==> config.mk <==
export PLATFORM = sky130hd
export DESIGN_NAME = imm_gen_pipe
export DESIGN_NICKNAME = d
export VERILOG_FILES = /design/src/rtl/imm_gen_pipe.sv
export SDC_FILE = /design/constraint.sdc
export NUM_CORES = 1
export LEC_CHECK = 0
export BUFFER_PORTS_ARGS = -buffer_cell sky130_fd_sc_hd__clkbuf_2
export CAP_MARGIN = 10
export CORE_ASPECT_RATIO = 1.5
export CORE_MARGIN = 1
export CORE_UTILIZATION = 42
export DETAILED_ROUTE_END_ITERATION = 12
export PLACE_DENSITY = 0.63
export SYNTH_ARGS = -nofsm -noshare
export SYNTH_HDL_FRONTEND = slang
export SYNTH_SLANG_ARGS = --single-unit
==> constraint.sdc <==
create_clock -name clk -period 2.5 [get_ports clk]
set_clock_uncertainty 0.05 [all_clocks]
set_input_delay 0 -clock clk [delete_from_list [all_inputs] [get_ports clk]]
set_output_delay 0 -clock clk [all_outputs]
set_load 0.005 [all_outputs]
==> src/rtl/imm_gen_pipe.sv <==
// imm_gen_pipe: decode-stage immediate generator.
// Decodes an RV32I/RV64I instruction word into a sign-extended immediate,
// a format code and an illegal flag, and registers the result one cycle
// later. A one-entry skid buffer lets in_ready come straight from a flop.
module imm_gen_pipe #(
  parameter int XLEN  = 32,
  parameter int CNT_W = 16
) (
  input  logic             clk,
  input  logic             rst_n,
  input  logic             flush,
  input  logic             in_valid,
  output logic             in_ready,
  input  logic [31:0]      in_inst,
  output logic             out_valid,
  input  logic             out_ready,
  output logic [31:0]      out_inst,
  output logic [XLEN-1:0]  out_imm,
  output logic [2:0]       out_fmt,
  output logic             out_illegal,
  output logic [CNT_W-1:0] illegal_cnt
);

  localparam logic [2:0] FMT_NONE = 3'd0;
  localparam logic [2:0] FMT_R    = 3'd1;
  localparam logic [2:0] FMT_I    = 3'd2;
  localparam logic [2:0] FMT_S    = 3'd3;
  localparam logic [2:0] FMT_B    = 3'd4;
  localparam logic [2:0] FMT_U    = 3'd5;
  localparam logic [2:0] FMT_J    = 3'd6;

  logic [6:0]      opcode;
  logic [2:0]      funct3;
  logic [XLEN-1:0] shamt;
  logic [XLEN-1:0] dec_imm;
  logic [2:0]      dec_fmt;
  logic            dec_illegal;

  logic [31:0]     skid_inst;
  logic [XLEN-1:0] skid_imm;
  logic [2:0]      skid_fmt;
  logic            skid_illegal;
  logic            skid_valid;

  logic            accept;
  logic            out_free;

  assign opcode = in_inst[6:0];
  assign funct3 = in_inst[14:12];

  // Shift amount is one bit wider on RV64 (shamt[5] lives in inst[25]).
  if (XLEN == 64) begin : g_shamt64
    assign shamt = {{(XLEN-6){1'b0}}, in_inst[25:20]};
  end else begin : g_shamt32
    assign shamt = {{(XLEN-5){1'b0}}, in_inst[24:20]};
  end

  // Opcode-driven immediate decode; every sign extension copies inst[31].
  always_comb begin
    dec_imm     = '0;
    dec_fmt     = FMT_NONE;
    dec_illegal = 1'b0;
    if (in_inst[1:0] != 2'b11) begin
      dec_illegal = 1'b1;
    end else begin
      unique case (opcode)
        7'b0000011, 7'b1100111, 7'b1110011: begin
          dec_fmt = FMT_I;
          dec_imm = {{(XLEN-11){in_inst[31]}}, in_inst[30:20]};
        end
        7'b0010011: begin
          dec_fmt = FMT_I;
          if (funct3 == 3'b001 || funct3 == 3'b101) begin
            dec_imm = shamt;
          end else begin
            dec_imm = {{(XLEN-11){in_inst[31]}}, in_inst[30:20]};
          end
        end
        7'b0100011: begin
          dec_fmt = FMT_S;
          dec_imm = {{(XLEN-11){in_inst[31]}}, in_inst[30:25], in_inst[11:7]};
        end
        7'b1100011: begin
          dec_fmt = FMT_B;
          dec_imm = {{(XLEN-12){in_inst[31]}}, in_inst[7], in_inst[30:25],
                     in_inst[11:8], 1'b0};
        end
        7'b0110111, 7'b0010111: begin
          dec_fmt = FMT_U;
          dec_imm = {{(XLEN-31){in_inst[31]}}, in_inst[30:12], 12'b0};
        end
        7'b1101111: begin
          dec_fmt = FMT_J;
          dec_imm = {{(XLEN-20){in_inst[31]}}, in_inst[19:12], in_inst[20],
                     in_inst[30:21], 1'b0};
        end
        7'b0110011: begin
          dec_fmt = FMT_R;
        end
        default: begin
          dec_illegal = 1'b1;
        end
      endcase
    end
  end

  // in_ready depends only on the skid flop, never on out_ready/in_valid.
  assign in_ready = !skid_valid;
  assign accept   = in_valid && in_ready && !flush;
  assign out_free = !out_valid || out_ready;

  // Two-entry FIFO: output register in front, skid register behind it.
  always_ff @(posedge clk or negedge rst_n) begin
    if (!rst_n) begin
      out_valid    <= 1'b0;
      out_inst     <= '0;
      out_imm      <= '0;
      out_fmt      <= FMT_NONE;
      out_illegal  <= 1'b0;
      skid_valid   <= 1'b0;
      skid_inst    <= '0;
      skid_imm     <= '0;
      skid_fmt     <= FMT_NONE;
      skid_illegal <= 1'b0;
    end else if (flush) begin
      out_valid  <= 1'b0;
      skid_valid <= 1'b0;
    end else if (out_free) begin
      if (skid_valid) begin
        // Older skid entry drains first; in_ready was low so nothing new arrives.
        out_valid   <= 1'b1;
        out_inst    <= skid_inst;
        out_imm     <= skid_imm;
        out_fmt     <= skid_fmt;
        out_illegal <= skid_illegal;
        skid_valid  <= 1'b0;
      end else if (accept) begin
        out_valid   <= 1'b1;
        out_inst    <= in_inst;
        out_imm     <= dec_imm;
        out_fmt     <= dec_fmt;
        out_illegal <= dec_illegal;
      end else begin
        out_valid <= 1'b0;
      end
    end else if (accept) begin
      skid_valid   <= 1'b1;
      skid_inst    <= in_inst;
      skid_imm     <= dec_imm;
      skid_fmt     <= dec_fmt;
      skid_illegal <= dec_illegal;
    end
  end

  // Saturating count of accepted illegal words; flush does not clear it.
  always_ff @(posedge clk or negedge rst_n) begin
    if (!rst_n) begin
      illegal_cnt <= '0;
    end else if (accept && dec_illegal && (illegal_cnt != {CNT_W{1'b1}})) begin
      illegal_cnt <= illegal_cnt + CNT_W'(1);
    end
  end

endmodule

==> key figures <==
Synthesis
  • Count of distinct cell types in the synthesized netlist: 51
  • Post-synthesis instance total: 722
  • Top_reg_cell synth: sky130_fd_sc_hd__dfrtp_1
  • Yosys warning total: 0
  • Post-synth EDFFs: 0
  • Fraction of synthesis flops using an asynchronous set or reset pin: 100%
  • Fraction of post-synthesis cell area in the top cell type by area: 56.0%
  • Leading post-synthesis cells by cell area: sky130_fd_sc_hd__dfrtp_1, sky130_fd_sc_hd__nand2_1, sky130_fd_sc_hd__o21ai_0
  • Synthesized area per cell: 9.52 µm²
  • Number of nets in the synthesized netlist: 760
  • Top cell type by total area after synthesis: sky130_fd_sc_hd__dfrtp_1
  • Flip-flop and latch count after synthesis: 154
  • Synthesized cell area: 0.00688 mm²
  • Sequential area share after synthesis: 56.0%

STA
  • Minimum clock period after layout: 2150 ps
  • RSZ-0062 raised after global routing: false
  • Transition time at the pin with the least slew margin: 792 ps
  • Fmax: 0.466 GHz
  • Setup violations, final: 0
  • Remaining max-slew budget at the tightest pin: 47.2%
  • Total Neg Setup Slack: 0 ps
  • Number of max-slew violations in the final report: 0
  • Period utilization: 85.9%
  • Hold Violations, Final: 0
  • Hold Worst Slack: 104 ps
  • Post-route setup slack: 352 ps

Clocking
  • Clock Latency Late Sink: 420 ps
  • CTS tree: built
  • Root Buffer Master: sky130_fd_sc_hd__clkbuf_16
  • TritonCTS Buffers: 17
  • CTS clk-pin slew, worst paths: 70 ps
  • H-tree Lvls: 4
  • Maximum root-to-sink buffer count: 2
  • Clk sinks: 154
  • Post-CTS Setup Bufs: 0

Critical path
  • Arr. time, crit path: 2400 ps
  • Crit path cell chain: ha_1 > nand4_1 > or4_1 > and2_1 > mux2_1
  • CP peak stage delay: 640 ps
  • Worst Setup Path Type: flip-flop to flip-flop
  • Slowest cell on crit path: sky130_fd_sc_hd__or4_1
  • Critical Path RT: 2750 ps
  • Critical path capture point type: flip-flop
  • CP max FO: 6
  • Kind of start point of the critical path: flip-flop

Power
  • Power Internal: 0.00482 W
  • Static leakage: 4.03 nW
  • Total power per unit cell area: 777 mW/mm²
  • Net load switching power: 0.00193 W
  • Maximum ir drop on the vdd rail: 0.000392 V
  • Share of total power in sequential cells: 47.9%
  • Sw frac: 28.6%
  • Share of power burned in the clock network: 36.8%
  • Power share of the combinational group: 15.3%

Run status
  • Outcome: finished clean

Route
  • Final antenna-violating net count: 0
  • DRC violation count after routing: 0
  • Routed wire length: 18.6 mm
  • Number of design-rule violations left by the first detailed-router iteration: 437
  • Number of search-and-repair iterations in the first detailed-routing pass: 6
  • Average vias per placed instance: 5.45
  • Routed length per instance: 17.1 µm
  • Total number of vias: 5,928

GRT
  • Number of antenna violations at the first check in global routing: 0
  • Pin count of the biggest net entering global routing: 76
  • Via count of the first global-routing pass: 5,971
  • Global route overflow: 0
  • First-pass GRT wire length: 30.7 mm
  • GR Util All Layers: 23.1%

Floorplanning
  • Number of primary I/O pins: 123
  • Placeable Area: 0.0158 mm²
  • Die boundary height: 159 µm
  • Num rows: 56
  • Initial Utilization: 43.4%
  • Horizontal die dimension: 106 µm
  • Die area: 0.0169 mm²

Placed design
  • Post-Place Setup Slack: 379 ps
  • Placed wire-length estimate after detailed placement: 12.6 mm
  • Port Buffer Count: 122
  • Final weighted congestion of routability-driven global placement: 0.820

Worst hold path
  • Path class of the lowest-slack min-delay path: primary input to flip-flop

Final layout
  • Final-stage net count: 911
  • Syn-to-layout area delta: 26.3%
  • Final antenna diode count: 0
  • Share of cells above drive strength 1: 20.8%

Flow run
  • Max_cap viols: 0
## routing by layer
| metal | GRT usage, % | part of all wire, % | vias up |
|---|---|---|---|
| li1 | - | - | 2794 |
| met1 | 27.4 | 41 | 2935 |
| met2 | 40.3 | 53 | 173 |
| met3 | 5.34 | 4.6 | 26 |
| met4 | 8.22 | 1.9 | 0 |
| met5 | 0 | 0 | - |
## Yosys cell counts (2+ instances only)
library cell	number
sky130_fd_sc_hd__nor3_2	2
sky130_fd_sc_hd__buf_2	3
sky130_fd_sc_hd__nor3_1	9
sky130_fd_sc_hd__or3_1	27
sky130_fd_sc_hd__a221o_1	6
sky130_fd_sc_hd__nand3_1	8
sky130_fd_sc_hd__a31oi_1	29
sky130_fd_sc_hd__nand4_1	7
sky130_fd_sc_hd__o21a_1	2
sky130_fd_sc_hd__o21ai_0	79
sky130_fd_sc_hd__nor4b_1	2
sky130_fd_sc_hd__clkbuf_1	32
sky130_fd_sc_hd__nand2_1	182
sky130_fd_sc_hd__buf_1	5
sky130_fd_sc_hd__buf_4	2
sky130_fd_sc_hd__a21oi_1	30
sky130_fd_sc_hd__xnor2_1	7
sky130_fd_sc_hd__or4_1	2
sky130_fd_sc_hd__inv_1	4
sky130_fd_sc_hd__and2_1	3
sky130_fd_sc_hd__nor4_1	2
sky130_fd_sc_hd__dfrtp_1	154
sky130_fd_sc_hd__nor2b_1	2
sky130_fd_sc_hd__and3_1	15
sky130_fd_sc_hd__and4_1	2
sky130_fd_sc_hd__xor2_1	10
sky130_fd_sc_hd__nand2b_1	2
sky130_fd_sc_hd__mux2i_1	32
sky130_fd_sc_hd__nor2_1	40
## critical path: cells and delay by family, from the launching register on
| kind | cells | cell delay [ps] |
|---|---|---|
| and+or+nand+nor | 3 | 1000 |
| DFF | 1 | 420 |
| muxes | 1 | 310 |
| adders and majority gates | 1 | 250 |
## cell families (layout without fill, tap and decap cells)
kind of cell	after synthesis	in the layout	share of synthesized area [%]
adders and majority gates	1	1	0.182
xor gates and xnor gates	17	17	2.17
and+or+nand+nor	314	314	20.9
AOI/OAI and AO/OA	155	155	12.9
DFF	154	154	56.0
buffers and inverters	47	210	2.84
muxes	34	34	4.99
## state kept, by name, indices dropped and copies added (netlist names)
signal	count
illegal_cnt	16
skid_fmt	3
skid_inst	32
skid_illegal	1
skid_valid	1
out_valid	1
out_imm	32
out_inst	32
out_fmt	3
skid_imm	32
out_illegal	1
## power groups by stage
stage	Sequential [W]	Combinational [W]	Clock (W)
floorplan	0.00322	0.000514	0
global placement	0.00324	0.000961	0
detailed placement	0.00327	0.000997	0
CTS	0.00323	0.00105	0.00253
global route	0.00328	0.00117	0.00266
finish	0.00323	0.00103	0.00248
## area by class of cell
class                   count  area (µm²)
clock buffers              18         439
clock inverters            13         134
fillers                  1426        7150
inverters                   4        15.0
multi-input cells         521        2850
flip-flops and latches    154        3850
well taps                 203         254
repair buffers            175        1130
## placed cells by master, fill, tap and decap left out, types with 2 or more instances in the layout
cell                              n
sky130_fd_sc_hd__clkbuf_16       17
sky130_fd_sc_hd__and4_1           2
sky130_fd_sc_hd__xnor2_1          7
sky130_fd_sc_hd__buf_12           2
sky130_fd_sc_hd__nor2b_1          2
sky130_fd_sc_hd__nor2_1          39
sky130_fd_sc_hd__nor3_1           9
sky130_fd_sc_hd__nor4_2           2
sky130_fd_sc_hd__inv_1            4
sky130_fd_sc_hd__xor2_1          10
sky130_fd_sc_hd__nor4b_1          2
sky130_fd_sc_hd__nand3_1          7
sky130_fd_sc_hd__a21oi_1         30
sky130_fd_sc_hd__clkinvlp_4       5
sky130_fd_sc_hd__clkbuf_2       121
sky130_fd_sc_hd__o21a_1           2
sky130_fd_sc_hd__a221o_1          6
sky130_fd_sc_hd__or3_1           26
sky130_fd_sc_hd__inv_6            4
sky130_fd_sc_hd__dlygate4sd3_1   37
sky130_fd_sc_hd__o21ai_0         79
sky130_fd_sc_hd__mux2i_1         32
sky130_fd_sc_hd__dfrtp_1        153
sky130_fd_sc_hd__a31oi_1         29
sky130_fd_sc_hd__nand2b_1         2
sky130_fd_sc_hd__nand4_1          7
sky130_fd_sc_hd__buf_4           14
sky130_fd_sc_hd__or4_1            2
sky130_fd_sc_hd__nand2_1        182
sky130_fd_sc_hd__inv_8            2
sky130_fd_sc_hd__and3_1          15
sky130_fd_sc_hd__and2_1           3
## timing repair
action	4_1_cts	5_1_grt
hold buffers	37	0
hold endpoints to repair	193	0
gates resized for setup	0	0
## per-stage QoR
stage / std cells / util [%] / total power [W] / area [µm²]
6_report: 1088 / 54.8 / 0.00675 / 8680
4_1_cts: 1088 / 54.8 / 0.00681 / 8680
2_1_floorplan: 722 / - / 0.00373 / 6880
3_5_place_dp: 1020 / 48.9 / 0.00426 / 7740
5_1_grt: 1088 / 54.8 / 0.00712 / 8680
3_3_place_gp: 1020 / 48.9 / 0.00421 / 7740
## worst paths after layout
kind                                            start                          to  slack, ps  cells past startpoint
min in group asynchronous                       rst_n    out_inst[20]$_DFFE_PN0P_        130                      2
max reg2reg                illegal_cnt[0]$_DFFE_PN0P_  illegal_cnt[1]$_DFFE_PN0P_        350                      5
min reg2reg                 skid_inst[31]$_DFFE_PN0P_   skid_inst[31]$_DFFE_PN0P_        430                      2
max                        illegal_cnt[0]$_DFFE_PN0P_  illegal_cnt[1]$_DFFE_PN0P_        350                      5
max in group asynchronous                       rst_n      skid_valid$_DFFE_PN0P_       1510                      3
min                                          in_valid   skid_inst[17]$_DFFE_PN0P_        100                      4
Power figures use the tool's default switching activity.
